<file path="src/rtl/mem_fill_ctrl.sv">
// mem_fill_ctrl: loads a byte stream into the search memory at sequential
// addresses, kicks the max/min search FSM, and reports completion to the host.
//
// state  | meaning
// -------+---------------------------------------------------------------
// IDLE   | no run in progress; waiting for load_req
// FILL   | accepting bytes and writing them to wr_ptr, one per handshake
// KICK   | last word written; one-cycle start pulse to the search FSM
// WAIT   | waiting for search_done from the search FSM
// FIN    | one-cycle fill_done pulse to the host, then back to IDLE
module mem_fill_ctrl #(
    parameter int DATA_W = 8,
    parameter int DEPTH  = 1024,
    parameter int ADDR_W = 10
) (
    input  logic              clk,
    input  logic              rst,
    input  logic              load_req,
    input  logic              in_valid,
    input  logic [DATA_W-1:0] in_data,
    output logic              in_ready,
    output logic              mem_we,
    output logic [ADDR_W-1:0] mem_addr,
    output logic [DATA_W-1:0] mem_wdata,
    output logic              start,
    input  logic              search_done,
    output logic              busy,
    output logic              fill_done,
    output logic [ADDR_W:0]   wr_count
);

    typedef enum logic [2:0] {
        S_IDLE = 3'd0,
        S_FILL = 3'd1,
        S_KICK = 3'd2,
        S_WAIT = 3'd3,
        S_FIN  = 3'd4
    } state_t;

    state_t            state;
    state_t            state_nxt;
    logic [ADDR_W-1:0] wr_ptr;
    logic              xfer;
    logic              last_word;

    // in_ready is constant-high in FILL, so a transfer is simply in_valid there
    assign xfer      = (state == S_FILL) && in_valid;
    assign last_word = (wr_ptr == ADDR_W'(DEPTH - 1));

    // State register
    always_ff @(posedge clk) begin
        if (rst) begin
            state <= S_IDLE;
        end else begin
            state <= state_nxt;
        end
    end

    // Next-state logic; unused encodings fall back to IDLE
    always_comb begin
        state_nxt = S_IDLE;
        case (state)
            S_IDLE: state_nxt = load_req ? S_FILL : S_IDLE;
            S_FILL: state_nxt = (xfer && last_word) ? S_KICK : S_FILL;
            S_KICK: state_nxt = S_WAIT;
            S_WAIT: state_nxt = search_done ? S_FIN : S_WAIT;
            S_FIN:  state_nxt = S_IDLE;
            default: state_nxt = S_IDLE;
        endcase
    end

    // Output decode; address and data are forced to zero outside FILL
    always_comb begin
        in_ready  = 1'b0;
        mem_we    = 1'b0;
        mem_addr  = '0;
        mem_wdata = '0;
        start     = 1'b0;
        fill_done = 1'b0;
        busy      = (state != S_IDLE);
        case (state)
            S_FILL: begin
                in_ready  = 1'b1;
                mem_we    = in_valid;
                mem_addr  = wr_ptr;
                mem_wdata = in_data;
            end
            S_KICK: start     = 1'b1;
            S_FIN:  fill_done = 1'b1;
            default: ;
        endcase
    end

    // Write pointer and word count; the count survives FIN so the host can read it
    always_ff @(posedge clk) begin
        if (rst) begin
            wr_ptr   <= '0;
            wr_count <= '0;
        end else if (state == S_IDLE && load_req) begin
            wr_ptr   <= '0;
            wr_count <= '0;
        end else if (xfer) begin
            wr_ptr   <= last_word ? '0 : wr_ptr + 1'b1;
            wr_count <= wr_count + 1'b1;
        end
    end

endmodule

</file>
<file path="config.mk">
export PLATFORM = sky130hd
export DESIGN_NAME = mem_fill_ctrl
export DESIGN_NICKNAME = d
export VERILOG_FILES = /design/src/rtl/mem_fill_ctrl.sv
export SDC_FILE = /design/constraint.sdc
export NUM_CORES = 1
export LEC_CHECK = 0
export CAP_MARGIN = 20
export CELL_PAD_IN_SITES_DETAIL_PLACEMENT = 1
export CELL_PAD_IN_SITES_GLOBAL_PLACEMENT = 1
export CORE_UTILIZATION = 47
export CTS_CLUSTER_SIZE = 28
export DETAILED_ROUTE_END_ITERATION = 16
export DONT_BUFFER_PORTS = 1
export PLACE_DENSITY = 0.9
export SKIP_LAST_GASP = 1
export SYNTH_ARGS = -nofsm -noshare
export SYNTH_HDL_FRONTEND = slang
export SYNTH_SLANG_ARGS = --single-unit
export TNS_END_PERCENT = 30
</file>
<file path="constraint.sdc">
create_clock -name clk -period 2.71 [get_ports clk]
set_input_delay 0.4065 -clock clk [delete_from_list [all_inputs] [get_ports clk]]
set_output_delay 0.4065 -clock clk [all_outputs]
set_load 0.02 [all_outputs]
</file>
# ---- Yosys cells after proc, flatten, opt, wreduce, memory -nomap -nowiden
# Cells that the tools add are included.
dict set report totals {
  ff_bits 24
  in_bits 13
  out_inout_bits 34
  word_cells 27
}
dict set report classes {
  addsub 2
  n_eq_ne 5
  mux 11
  n_reduce_logical 6
}
# cell n
set ops {}
lappend ops {{$mux 10} 2}
lappend ops {{$pmux 3 s4} 1}
lappend ops {{$add 11x1->11 const B} 1}
lappend ops {{$add 10x1->10 const B} 1}
lappend ops {{$eq 10x10->1 const B} 1}
lappend ops {{$mux 8} 1}
lappend ops {{$eq 3x2->1 const B} 2}
lappend ops {{$mux 1} 5}
lappend ops {{$eq 3x1->1 const B} 1}
lappend ops {{$eq 3x3->1 const B} 1}
lappend ops {{$logic_and 1x1->1} 3}
lappend ops {{$logic_not 3->1} 1}
lappend ops {{$mux 3} 1}
lappend ops {{$reduce_bool 3->1} 1}
lappend ops {{$mux 2} 1}
lappend ops {{$reduce_or 2->1} 1}

# ---- Longest topological paths before layout
dict set report logic_depth {
  depth_word 5
  ltp_mapped 8
}

# ---- Worst setup path before layout
# No wires, ideal clock.
dict set report synth_path {
  path_kind {register to output}
  start {register state[0]}
  end {output port mem_addr[0]}
  t_arrival_ns 1.273
  slack_ns 1.031
  path_stages_with_launch 4
  n_path_buf 1
  cell_sequence {dfxtp_1 -> nor3b_1 -> clkbuf_1 -> and2_1}
}
dict set report synth_between {
  elab_chain_cells 2
}
# element line_no
set synth_rtl {}
lappend synth_rtl {{start: declaration} 40} ;# state_t state;
lappend synth_rtl {{start signal: assignment} 55} ;# state <= state_nxt;
lappend synth_rtl {{$eq 3x1->1} 81} ;# case (state)
lappend synth_rtl {{$mux 10} 81}
lappend synth_rtl {{end: declaration} 23} ;# output logic [ADDR_W-1:0] mem_addr,
# Every way passes these cells.

# ---- Worst setup path in the final report
dict set report layout_path {
  start {register state[2]}
  end {register wr_count[8]}
}
dict set report layout_between {
  elab_chain_cells 3
}
# element line_no
set layout_rtl {}
lappend layout_rtl {{$logic_not 3->1} 99} ;# end else if (state == S_IDLE && load_req) begin
lappend layout_rtl {{$logic_and 1x1->1} 99}
lappend layout_rtl {{$reduce_or 2->1 (no source line)} -}
lappend layout_rtl {{end signal: assignment} 104} ;# wr_count <= wr_count + 1'b1;
lappend layout_rtl {{end: declaration} 29} ;# output logic [ADDR_W:0] wr_count
# Several ways; a longest one is shown, not always the timed one.
# A chain may end at the register's enable or synchronous reset.

==> impl_results.md <==
* Status: finished clean
* Worst vdd ir at 275 µV
* Clk_skew at 0.00335 ns
* TritonRoute pass-1 iters at 4
* Synth Area in XOR/XNOR at 0.100
* Core area at 0.00248 mm²
* Post-CTS setup buffers at 0
* Share of the synthesized area in the top cell type at 0.392
* Die Wd at 53.1 µm
* TritonCTS clock tree: built
* Clock power frac at 0.390
* Routed vias at 1013
* Pwr dens at 522 mW/mm²
* Place WS at 0.643 ns
* Clk root buf: clkbuf_4
* Synth Net Count at 160
* Post-Syn Area per Cell at 8.45 µm²
* Worst-path fanout max at 14
* Final instance area at 0.00129 mm²
* Post-synth EDFFs at 0
* Mux cell area share after synthesis at 0
* Post-CTS sizing at 0
* Port bufs at 0
* Non-Filler Instances at 174
* Worst setup EP type: flip-flop
* Maxcap violations at 0
* Setup Crit Path Kind: flip-flop to flip-flop
* Seq. cell area at 480 µm²
* Worst EP required at 2.97 ns
* Pin count of the biggest net entering global routing at 21
* CTS Buffer Depth at 2
* Simple-gate area share of the yosys netlist at 0.392
* Post-Syn Area at 0.00122 mm²
* Period utilization at 0.785
* Post-synthesis adder-cell area fraction at 0.0204
* Num rows at 18
* Top post-synthesis cells by area: dfxtp_1, and2_1, xor2_1
* DRC viols at 0
* Slowest cell on crit path: nand4bb_1
* Post-placement cell area at 0.00124 mm²
* Nets at 160
* Total power at 676 µW
* Placed Cells at 170
* Share of cells above drive strength 1 at 0.0833
* Fill count at 304
* Startpoint Class: flip-flop
* Leakage Power at 0.000443 µW
* CTS clk-pin slew, worst paths at 0.14 ns
* Leading area contributor after synthesis: dfxtp_1
* Antenna cells at 0
* Drt initial violations at 13
* Total CTS buffers at 3
* Synth Instances at 145
* R2r setup slk at 0.58 ns
* Min Tclk post-route at 2.13 ns
* Post-synthesis sequential area ratio at 0.392
* Reg power frac at 0.534
* Crit path DAT at 2.38 ns
* CP peak stage delay at 0.46 ns
* Synth-to-Final Area Change at 5.72%
* First-pass GRT wire length at 4.43 mm
* Vias in the first global route at 1001
* Multi-input gate area at 709 µm²
* Final Hold Fails at 0
* Synth cell types at 32
* Routability cong. at 0.772
* H-tree Lvls at 1
* Upper clock frequency limit at 470 MHz
* CP Cell Sequence: nand4bb_1 > inv_2 > nand3_2 > or3_1 > a21oi_1
* Routed len/inst at 16.9 µm
* Bufs and invs on worst path at 1
* RSZ-0062 raised after global routing: no
* Combinational family with the most area after synthesis: simple AND/OR/NAND/NOR gates
* #FFs+latches synth at 24
* Post-cts hold buffer count at 0
* Actual slew at the worst max-slew pin at 0.697 ns
* Later-pin clock latency in the skew report at 0.32 ns
* HP Class: input pin to flip-flop
* Ys flop type: dfxtp_1
* Grt total ovfl at 0
* Int Pwr at 519 µW
* Die Y at 53.1 µm
* Initial Util at 0.494
* Post-synthesis compound-gate area fraction at 0.0623
* Yosys warnings at 0
* Vias/cell at 5.82
* FFs w/ async S/R, synth at 0
* Slew margin rel. at 0.535
* Drt total wl at 2.94 mm
* Largest delay share family, worst path: simple AND/OR/NAND/NOR gates
* Total GRT Usage at 0.220
* Clock sink count at 24
* Worst setup margin at 0.582 ns
* Psw at 157 µW
* Endpoints failing setup at 0
* Count of pins over their slew limit at 0
* IO Pins at 47
* Sw Ratio at 0.233
* Post-DRT Antenna Nets at 0
* DPL Wire Length at 2.16 mm
* Die area at 0.00281 mm²
* Setup TNS at 0 ns
* Antenna violations before repair at 0
* Comb pwr share at 0.076
-- per-stage QoR --
step / hold slack (ns) / utilization
floorplan: 0.469 / -
global placement: 0.472 / 0.502
detailed placement: 0.477 / 0.502
CTS: 0.110 / 0.523
global route: 0.0912 / 0.523
finish: 0.124 / 0.523
-- cell usage after synthesis (all sizes together), types with 2 or more instances --
library cell,count
nand3,8
inv,2
clkbuf,3
or3,4
xor2,8
nand2,16
dfxtp,24
ha,2
nor3b,3
nor2,16
o21ai,3
and4,2
and2,19
xnor2,6
nor4b,3
a21oi,5
buf,3
nor3,2
o211ai,2
nand4,5
or4,3
-- sequential cells by signal, summed over array words and instances, names as in the netlist --
| register | cells |
|---|---|
| state | 3 |
| wr_count | 11 |
| wr_ptr | 10 |
-- layout make-up --
cell class	instances	area share
Sequential cell	24	0.371
Clock inverter	1	0.0232
Tap cell	30	0.0290
Clock buffer	3	0.0174
Multi-Input combinational cell	113	0.548
Inverter	2	0.00580
Timing Repair Buffer	1	0.00580
-- logic make-up (layout without fill, tap and decap cells) --
| logic type | Yosys count | after routing |
|---|---|---|
| AO/OA/AOI/OAI | 12 | 12 |
| XOR/XNOR | 14 | 14 |
| adder cells (fa/ha/maj) | 2 | 2 |
| buffers and inverters | 8 | 7 |
| flip-flops | 24 | 24 |
| AND/OR/NAND/NOR | 85 | 85 |
-- power groups by stage --
stage	registers, µW	logic [µW]	clock network (µW)
floorplan	367	44.9	0
global placement	368	50.7	0
detailed placement	368	52.0	0
CTS	361	52.3	269
global route	362	56.5	286
finish	361	51.5	264
-- cells in the final DEF, fill, tap and decap left out, drive strengths merged --
cell type and n:
nand2b 1, nor3b 3, nand2 16, a311oi 1, nand4 5, xnor2 6, and2 19, a211oi 1
nor2 16, and3 1, and4 2, o211ai 2, nor4b 3, or2 1, nor3 2, bufinv 1
xor2 8, o21ai 3, a21oi 5, or4 3, nand3 8, or3 4, ha 2, dfxtp 24
nand4bb 1, clkbuf 3, inv 2, buf 1
-- path summary, 6_finish.rpt --
path	start	to	cells past startpoint
max reg2reg	state[2]	wr_count[8]	5
max	state[2]	wr_count[8]	5
min	rst	state[1]	1
min reg2reg	wr_ptr[1]	wr_ptr[1]	2
-- worst reg2reg max path: cells and delay by family, from the launching register on --
family          cells  cell delay (ns)
buf+inv             1             0.41
flops               1             0.42
compound gates      1             0.19
simple gates        3             1.05
-- per-layer routing --
| layer | global-route usage | wire length, µm |
|---|---|---|
| met5 | 0 | 0 |
| met4 | 0.0921 | 29 |
| met3 | 0.0690 | 149 |
| met2 | 0.357 | 1460 |
| met1 | 0.266 | 1310 |
Power figures use the tool's default switching activity.
